**src/rtl/nfc_pkg.sv**
```systemverilog
`default_nettype none
// ---------------------------------------------------------------------------
// nfc_pkg : command codes, arbiter states and status bit positions
// Revision: 1.0
// ---------------------------------------------------------------------------
package nfc_pkg;

  localparam logic [2:0] NFC_WPA = 3'b001;
  localparam logic [2:0] NFC_RPA = 3'b010;
  localparam logic [2:0] NFC_RET = 3'b011;
  localparam logic [2:0] NFC_EBL = 3'b100;
  localparam logic [2:0] NFC_RID = 3'b101;

  localparam int STS_PERR = 0;
  localparam int STS_EERR = 1;
  localparam int STS_RERR = 2;
  localparam int STS_TMO  = 3;

  typedef enum logic [2:0] {
    ST_IDLE  = 3'd0,
    ST_GRANT = 3'd1,
    ST_START = 3'd2,
    ST_GUARD = 3'd3,
    ST_WAIT  = 3'd4,
    ST_ACK   = 3'd5
  } arb_state_t;

  function automatic logic cmd_is_valid(input logic [2:0] cmd);
    return (cmd == NFC_WPA) || (cmd == NFC_RPA) || (cmd == NFC_RET) ||
           (cmd == NFC_EBL) || (cmd == NFC_RID);
  endfunction

endpackage
`default_nettype wire

```
**src/rtl/nfc_rr_pick.sv**
```systemverilog
`default_nettype none
// ---------------------------------------------------------------------------
// nfc_rr_pick : combinational round-robin picker, first request at/after ptr
// Revision: 1.0
// ---------------------------------------------------------------------------
module nfc_rr_pick #(
  parameter int NREQ = 4,
  parameter int IDXW = 2
) (
  input  logic [NREQ-1:0] i_req,
  input  logic [IDXW-1:0] i_ptr,
  output logic [IDXW-1:0] o_idx,
  output logic            o_valid
);

  localparam int SUMW = IDXW + 1;

  logic [SUMW-1:0] w_pos;

  // Walk offsets from the far end so the smallest offset from ptr wins last.
  always_comb begin
    o_valid = 1'b0;
    o_idx   = '0;
    w_pos   = '0;
    for (int i = NREQ - 1; i >= 0; i--) begin
      w_pos = {1'b0, i_ptr} + SUMW'(i);
      if (w_pos >= SUMW'(NREQ)) begin
        w_pos = w_pos - SUMW'(NREQ);
      end
      if (i_req[w_pos[IDXW-1:0]]) begin
        o_valid = 1'b1;
        o_idx   = w_pos[IDXW-1:0];
      end
    end
  end

endmodule
`default_nettype wire

```
**src/rtl/nfc_req_arbiter.sv**
```systemverilog
`default_nettype none
// ---------------------------------------------------------------------------
// nfc_req_arbiter : round-robin sharing of one NAND controller among NREQ hosts
// Revision: 1.0
// ---------------------------------------------------------------------------
module nfc_req_arbiter
  import nfc_pkg::*;
#(
  parameter int NREQ    = 4,
  parameter int TMO_W   = 20,
  parameter int TMO_CYC = 1000000
) (
  input  logic               CLK,
  input  logic               RES,
  input  logic [NREQ-1:0]    req,
  input  logic [3*NREQ-1:0]  req_cmd,
  input  logic [16*NREQ-1:0] req_rwa,
  output logic [NREQ-1:0]    ack,
  output logic [3:0]         ack_sts,
  output logic [NREQ-1:0]    bf_own,
  output logic               busy,
  output logic [2:0]         nfc_cmd,
  output logic [15:0]        RWA,
  output logic               nfc_strt,
  input  logic               nfc_done,
  input  logic               PErr,
  input  logic               EErr,
  input  logic               RErr
);

  localparam int IDXW = (NREQ > 1) ? $clog2(NREQ) : 1;

  arb_state_t      r_state;
  arb_state_t      w_next;
  logic [IDXW-1:0] r_idx;
  logic [IDXW-1:0] r_ptr;
  logic [TMO_W-1:0] r_cnt;
  logic [3:0]      r_sts;
  logic [2:0]      r_cmd;
  logic [15:0]     r_rwa;

  logic [IDXW-1:0] w_pick_idx;
  logic            w_pick_vld;
  logic [2:0]      w_win_cmd;
  logic [15:0]     w_win_rwa;
  logic            w_tmo_hit;
  logic [NREQ-1:0] w_onehot;
  logic            w_owning;

  nfc_rr_pick #(
    .NREQ (NREQ),
    .IDXW (IDXW)
  ) u_pick (
    .i_req   (req),
    .i_ptr   (r_ptr),
    .o_idx   (w_pick_idx),
    .o_valid (w_pick_vld)
  );

  assign w_win_cmd = req_cmd[3*int'(r_idx) +: 3];
  assign w_win_rwa = req_rwa[16*int'(r_idx) +: 16];
  assign w_tmo_hit = (r_cnt == TMO_W'(TMO_CYC - 1));
  assign w_onehot  = NREQ'(1) << r_idx;
  assign w_owning  = (r_state == ST_GRANT) || (r_state == ST_START) ||
                     (r_state == ST_GUARD) || (r_state == ST_WAIT);

  always_comb begin
    w_next = r_state;
    case (r_state)
      ST_IDLE:  if (w_pick_vld) w_next = ST_GRANT;
      ST_GRANT: w_next = cmd_is_valid(w_win_cmd) ? ST_START : ST_ACK;
      ST_START: w_next = ST_GUARD;
      // nfc_done is still the previous operation's flag here.
      ST_GUARD: w_next = ST_WAIT;
      ST_WAIT:  if (nfc_done || w_tmo_hit) w_next = ST_ACK;
      ST_ACK:   w_next = ST_IDLE;
      default:  w_next = ST_IDLE;
    endcase
  end

  always_ff @(posedge CLK) begin
    if (RES) begin
      r_state <= ST_IDLE;
      r_idx   <= '0;
      r_ptr   <= '0;
      r_cnt   <= '0;
      r_sts   <= '0;
      r_cmd   <= '0;
      r_rwa   <= '0;
    end else begin
      r_state <= w_next;
      case (r_state)
        ST_IDLE: begin
          if (w_pick_vld) r_idx <= w_pick_idx;
        end
        ST_GRANT: begin
          r_cmd <= w_win_cmd;
          r_rwa <= w_win_rwa;
          r_sts <= '0;
        end
        ST_START: r_cnt <= '0;
        ST_WAIT: begin
          r_cnt <= r_cnt + 1'b1;
          // Done takes precedence when it coincides with the timeout.
          if (nfc_done) begin
            r_sts <= '0;
            r_sts[STS_PERR] <= PErr;
            r_sts[STS_EERR] <= EErr;
            r_sts[STS_RERR] <= RErr;
          end else if (w_tmo_hit) begin
            r_sts <= '0;
            r_sts[STS_TMO] <= 1'b1;
          end
        end
        ST_ACK: begin
          r_ptr <= (r_idx == IDXW'(NREQ - 1)) ? '0 : r_idx + 1'b1;
        end
        default: ;
      endcase
    end
  end

  assign nfc_strt = (r_state == ST_START);
  assign busy     = (r_state != ST_IDLE);
  assign bf_own   = w_owning ? w_onehot : '0;
  assign ack      = (r_state == ST_ACK) ? w_onehot : '0;
  assign ack_sts  = (r_state == ST_ACK) ? r_sts : '0;
  assign nfc_cmd  = r_cmd;
  assign RWA      = r_rwa;

endmodule
`default_nettype wire
```
**config.mk**
```make
export PLATFORM = sky130hd
export DESIGN_NAME = nfc_req_arbiter
export DESIGN_NICKNAME = d
export VERILOG_FILES = /design/src/rtl/nfc_pkg.sv /design/src/rtl/nfc_rr_pick.sv /design/src/rtl/nfc_req_arbiter.sv
export SDC_FILE = /design/constraint.sdc
export NUM_CORES = 1
export LEC_CHECK = 0
export BUFFER_PORTS_ARGS = -buffer_cell sky130_fd_sc_hd__buf_2
export CAP_MARGIN = 10
export CORE_ASPECT_RATIO = 0.6
export CORE_MARGIN = 1.5
export CORE_UTILIZATION = 53
export DETAILED_ROUTE_END_ITERATION = 16
export GPL_TIMING_DRIVEN = 0
export PLACE_DENSITY = 0.9
export SYNTH_ARGS = -nofsm -noshare
export SYNTH_HDL_FRONTEND = slang
export SYNTH_SLANG_ARGS = --single-unit
```
**constraint.sdc**
```tcl
create_clock -name CLK -period 4.05 [get_ports CLK]
set_input_delay 0.2025 -clock CLK [delete_from_list [all_inputs] [get_ports CLK]]
set_output_delay 0.2025 -clock CLK [all_outputs]
set_load 0.01 [all_outputs]
```
Yosys cells after proc, flatten, opt, wreduce, memory -nomap -nowiden
Cells that the tools add are included.
{ "word_totals": {"inputBits": 86, "ff_bits": 50, "word_cells": 90} }
{ "classes": {"n_shift": 3, "muxes": 32, "n_addsub": 9, "mul": 1, "eq_ne": 15, "magnitude_cmp": 8, "n_reduce_logical": 15} }
{ "op_table": {"columns": ["op", "n"], "rows": [
  ["variable part select 64 x 7 -> 16 bit", 1],
  ["case mux 20 bit (2 select lines)", 1],
  ["adder 20 x 1 -> 20 bit (second input constant)", 1],
  ["equality test 20 bit (second input constant)", 1],
  ["two-way mux 4 bit", 5],
  ["two-way mux 2 bit", 9],
  ["case mux 3 bit (5 select lines)", 1],
  ["equality test 3 x 2 -> 1 bit (second input constant)", 4],
  ["equality test 3 bit (second input constant)", 4],
  ["< comparator 2 x 3 -> 1 bit (second input constant)", 4],
  ["variable part select 12 x 5 -> 3 bit", 1],
  ["greater-or-equal comparator 3 bit (second input constant)", 3],
  ["two-way mux 3 bit", 3],
  ["binary-select mux 1 bit (select 2 bit)", 4],
  ["logical OR 1 bit", 8],
  ["two-way mux 1 bit", 8],
  ["case mux 4 bit (2 select lines)", 1],
  ["subtractor 2 x 1 -> 2 bit (second input constant)", 4],
  ["adder 2 x 2 -> 3 bit (second input constant)", 2],
  ["equality test 3 x 1 -> 1 bit (second input constant)", 2],
  ["AND reduction 2 bit", 3],
  ["multiplier 2 x 2 -> 4 bit (first input constant)", 1],
  ["!= test 2 x 1 -> 1 bit (second input constant)", 2],
  ["nonzero test 2 bit", 2],
  ["8 further kinds", 8]
]} }

Depth between registers and ports, before layout
{ "depth": {"depth_word": 11, "mapped_depth": 7, "depth_no_buf": 5} }

Cells and area by module
From an unflattened synthesis, not the netlist that was laid out.
{ "unflattened": {"hier_cells": 339, "hier_area_um2": 2925.3} }
{ "by_module_without_submodules": {"columns": ["mod", "area_each_um2", "cells_each", "instances"], "rows": [
  ["nfc_req_arbiter", 2847.7, 326, 1],
  ["nfc_rr_pick", 77.6, 13, 1]
]} }

Least setup slack after synthesis
No wires, ideal clock.
{ "synth_timing": {"kind": "register to register", "startpoint": "register r_idx[0]", "endpoint": "register r_rwa[10], in the netlist RWA[10]", "slack_ns": 2.211, "stages_incl_launch_ff": 6, "path_buffers": 2, "arrival_time_ns": 1.706, "synth_period_minus_slack_ns": 1.839, "required_ns": 3.918, "path_cell_list": "dfxtp_1 buf_2 buf_2 mux4_2 nand2_1 a21oi_1"} }
{ "synth_via": {"elab_chain_cells": 1} }
{ "synth_lines": {"columns": ["element", "line", "text"], "rows": [
  ["from (decl)", "nfc_req_arbiter.sv:35", "logic [IDXW-1:0] r_idx;"],
  ["from (signal assigned)", "nfc_req_arbiter.sv:94", "if (w_pick_vld) r_idx <= w_pick_idx;"],
  ["variable part select 64 x 7 -> 16 bit", "nfc_req_arbiter.sv:61", "assign w_win_rwa = req_rwa[16*int'(r_idx) +: 16];"],
  ["to (signal assigned)", "nfc_req_arbiter.sv:98", "r_rwa <= w_win_rwa;"],
  ["to (decl)", "nfc_req_arbiter.sv:40", "logic [15:0] r_rwa;"]
]} }
No other way between the ends.
A chain may end at the register's enable or synchronous reset.

Final worst setup path
{ "layout_timing": {"startpoint": "register r_idx[1]", "endpoint": "output ack[1]"} }
{ "layout_via": {"elab_chain_cells": 2} }
{ "layout_lines": {"columns": ["element", "line", "text"], "rows": [
  ["<< shifter 1 x 2 -> 4 bit", "nfc_req_arbiter.sv:63", "assign w_onehot = NREQ'(1) << r_idx;"],
  ["two-way mux 4 bit", "nfc_req_arbiter.sv:126", "assign ack = (r_state == ST_ACK) ? w_onehot : '0;"],
  ["to (decl)", "nfc_req_arbiter.sv:18", "output logic [NREQ-1:0] ack,"]
]} }
No other way between the ends.

==> results.py <==
metrics = {
    "critical_path": {
        "crit_cells": 6,
        "cp-end-kind": "output pin",
        "cp.arrival_ns": 2.46,
        "r2r_cells": 6,
        "reg2reg_from": "r_idx[1]",
        "worstSetupEndpoint": "ack[1]",
        "startpoint": "r_idx[1]",
        "r2r-end": "r_ptr[1]",
        "crit_buf_inv": 4,
        "path_cells": "buf_1 -> buf_1 -> inv_1 -> ha_1 -> and3_1 -> buf_2",
        "cpMostUsedCell": "buf_1",
        "slowest_stage": "buf_1",
        "cp_max_fo": 10,
        "r2r_slack_ns": 1.83,
        "critPathRequiredTime_ns": 3.85,
        "max_stage_delay_ns": 0.53,
        "critPathTopFamily": "buffers and inverters",
        "crit_type": "reg2out",
        "cp-start-kind": "flop",
    },
    "floorplanning": {
        "die-area_um2": 6040,
        "core_um2": 5205,
        "die_h_um": 60.81,
        "initial_core_util_pct": 56.71,
        "top_level_ports": 119,
        "rows": 20,
        "die_w_um": 99.34,
    },
    "sta": {
        "setup_ws_ns": 1.383,
        "period_share_pct": 65.85,
        "tightest_slew_ns": 0.9831,
        "final-max-slew-violation-count": 0,
        "setup_viol": 0,
        "setup-tns-final_ns": 0,
        "min_period_ns": 2.667,
        "max_freq_ghz": 0.3749,
        "finClkSkew_ns": 0.01537,
        "rsz0062_at_grt": "no",
        "finalHoldViolations": 0,
        "max_slew_margin_pct": 33.53,
    },
    "power": {
        "p_switching_uw": 537.4,
        "clockPowerShare_pct": 25.6,
        "p_leak_uw": 0.001573,
        "combinationalPowerShare_pct": 36.0,
        "ir_worst_vdd_uv": 252.2,
        "intPower_uw": 970.5,
        "seqPwrFrac_pct": 38.4,
        "swShare_pct": 35.64,
        "power_density_nw_per_um2": 402.3,
    },
    "route": {
        "avgRoutedWirePerCell_um": 17.04,
        "antenna_left": 0,
        "drt_iter0_drc": 411,
        "via_per_inst": 6.172,
        "routed_wl_mm": 8.929,
        "drc_errors": 0,
        "dr_total_vias": 3234,
        "drtPass1Iterations": 5,
    },
    "finish": {
        "n_fill_cell": 403,
        "layout-drive-gt1-share_pct": 36.54,
        "nets": 547,
        "area_growth_pct": 27.00,
        "layout.cells.non_filler": 524,
        "postLayoutCellArea_um2": 3749,
    },
    "place": {
        "postPlaceCellArea_um2": 3625,
        "gp_congestion": 0.8880,
        "port_buffers": 118,
        "place_ws_ns": 1.778,
        "post-dp-hpwl_mm": 6.818,
        "place_inst": 515,
    },
    "hold_path": {
        "min_path_type": "in2reg",
        "hp-start": "PErr",
    },
    "global_routing": {
        "grt_pass1_vias": 2765,
        "grt.overflow.total": 0,
        "grt_pass1_wl_mm": 13.42,
        "grtUsageTotal_pct": 28.91,
        "grt_start_max_net_pins": 17,
        "antenna_found_initial": 0,
    },
    "cts": {
        "cts_tree": "done",
        "cts_made_buffers": 5,
        "clk_transition_reported_paths_ns": 0.10,
        "htree_levels": 2,
        "insertion_delay_ns": 0.32,
        "hold_buffers": 0,
        "cts_root_buf": "clkbuf_8",
        "cts_sinks": 50,
        "cts.repair.resized": 0,
        "cts_setup_buffers": 0,
        "clk_path_buf_depth": 2,
    },
    "synthesis": {
        "ys_seq_area_share_pct": 33.91,
        "synth-seq-cells": 50,
        "syn-cell-area_um2": 2952,
        "ys_async_sr_fraction_pct": 0,
        "synth_cell_type_count": 53,
        "synth_edf_count": 0,
        "syn_avg_cell_area_um2": 8.917,
        "ys.flop_type": "dfxtp_1",
        "syn_inst": 331,
        "ys.warnings.count": 0,
        "synth_nets": 422,
    },
    "run": {
        "max-cap-violations": 0,
    },
    "status": {
        "status": "finished, final reports clean",
    },
}
==> cells in the final DEF, fill, tap and decap left out, drive strengths merged, types with 2 or more instances in the layout <==
cell    instances
a21o            2
a31oi           3
ha              5
or3b            4
and3           12
a311oi          4
dfxtp          50
o41ai           2
nand3b          3
o21ai           6
a211oi          3
buf           128
nand2b          3
mux4           19
nand3           9
clkbuf         18
nor3b           3
mux2i           2
a32o            3
a31o            3
nor2           15
or4             5
nor4            2
inv            10
nand4           5
and2            6
or4b            2
a221o           2
nor2b           2
a21oi          40
nand2          53
nor3            8
o311ai          3
o211ai          6
or3             5
==> area by class of cell <==
type                            instances  area [µm²]  area share (%)
Antenna cell                            1       2.502         0.06676
Buffer                                 22       107.6           2.870
Clock buffer                            6       82.58           2.203
Clock inverter                          2       38.79           1.035
Inverter                                9       33.78          0.9012
Multi-Input combinational cell        250        1809           48.26
Sequential cell                        50        1001           26.70
Tap cell                               66       82.58           2.203
Timing Repair Buffer                  118       590.6           15.75
==> per-layer routing <==
metal | global-route usage (%) | routed length [µm]
met5 | 0 | 0
met4 | 8.652 | 149
met1 | 39.35 | 3854
met2 | 47.85 | 4122
met3 | 5.760 | 803
==> cell families (layout without fill, tap and decap cells) <==
logic type | after synthesis | count (layout) | synth area share, %
AND/OR/NAND/NOR | 141 | 141 | 25.69
AO/OA/AOI/OAI | 81 | 81 | 17.63
flip-flops | 50 | 50 | 33.91
buffers and inverters | 31 | 157 | 4.790
multiplexers | 22 | 22 | 15.56
adder cells (fa/ha/maj) | 5 | 5 | 2.120
XOR/XNOR | 1 | 1 | 0.2968
other | 0 | 1 | 0
==> state kept, by name, indices dropped and copies added (netlist names) <==
register  count
nfc_cmd       3
RWA          16
r_state       3
r_cnt        20
r_idx         2
r_ptr         2
r_sts         4
==> per-stage QoR <==
| step | power [µW] | utilization [%] | hold WS, ns |
|---|---|---|---|
| after floorplan | 931.2 | - | 0.3021 |
| after global placement | 1100 | 69.64 | 0.4401 |
| after detailed placement | 1120 | 69.64 | 0.4452 |
| final | 1508 | 72.02 | 0.1271 |
| after global routing | 1579 | 71.97 | 0.1587 |
| after CTS | 1499 | 71.97 | 0.1322 |
==> how the worst min path moves through the flow <==
stage	depth (start not counted)	to
6_report	2	r_sts[0]
2_1_floorplan	1	r_sts[3]
5_1_grt	2	r_sts[0]
3_3_place_gp	2	RWA[7]
4_1_cts	2	r_sts[0]
3_5_place_dp	2	RWA[11]
==> synth_stat cells, drive strengths merged (5+ instances only) <==
cell	n	area share [%]
mux4	19	14
or4	5	1.3
nor3	8	1.5
nand2	53	6.7
o21ai	6	1.0
clkbuf	12	1.9
ha	5	2.1
or3	5	1.1
o211ai	6	1.5
a21oi	40	6.8
inv	9	1.1
buf	10	1.8
nor2	15	1.9
and2	6	1.3
and3	12	2.6
nand3	9	1.5
nand4	5	1.3
dfxtp	50	34
==> power groups by stage <==
stage / Combinational (µW) / Sequential, µW / Clock, µW
after global placement: 514 / 586 / 0
after detailed placement: 530 / 590 / 0
after floorplan: 329 / 602 / 0
after global routing: 589 / 585 / 405
after CTS: 536 / 579 / 384
final: 542 / 579 / 387
Note: power is estimated with default switching activity, not from simulation.
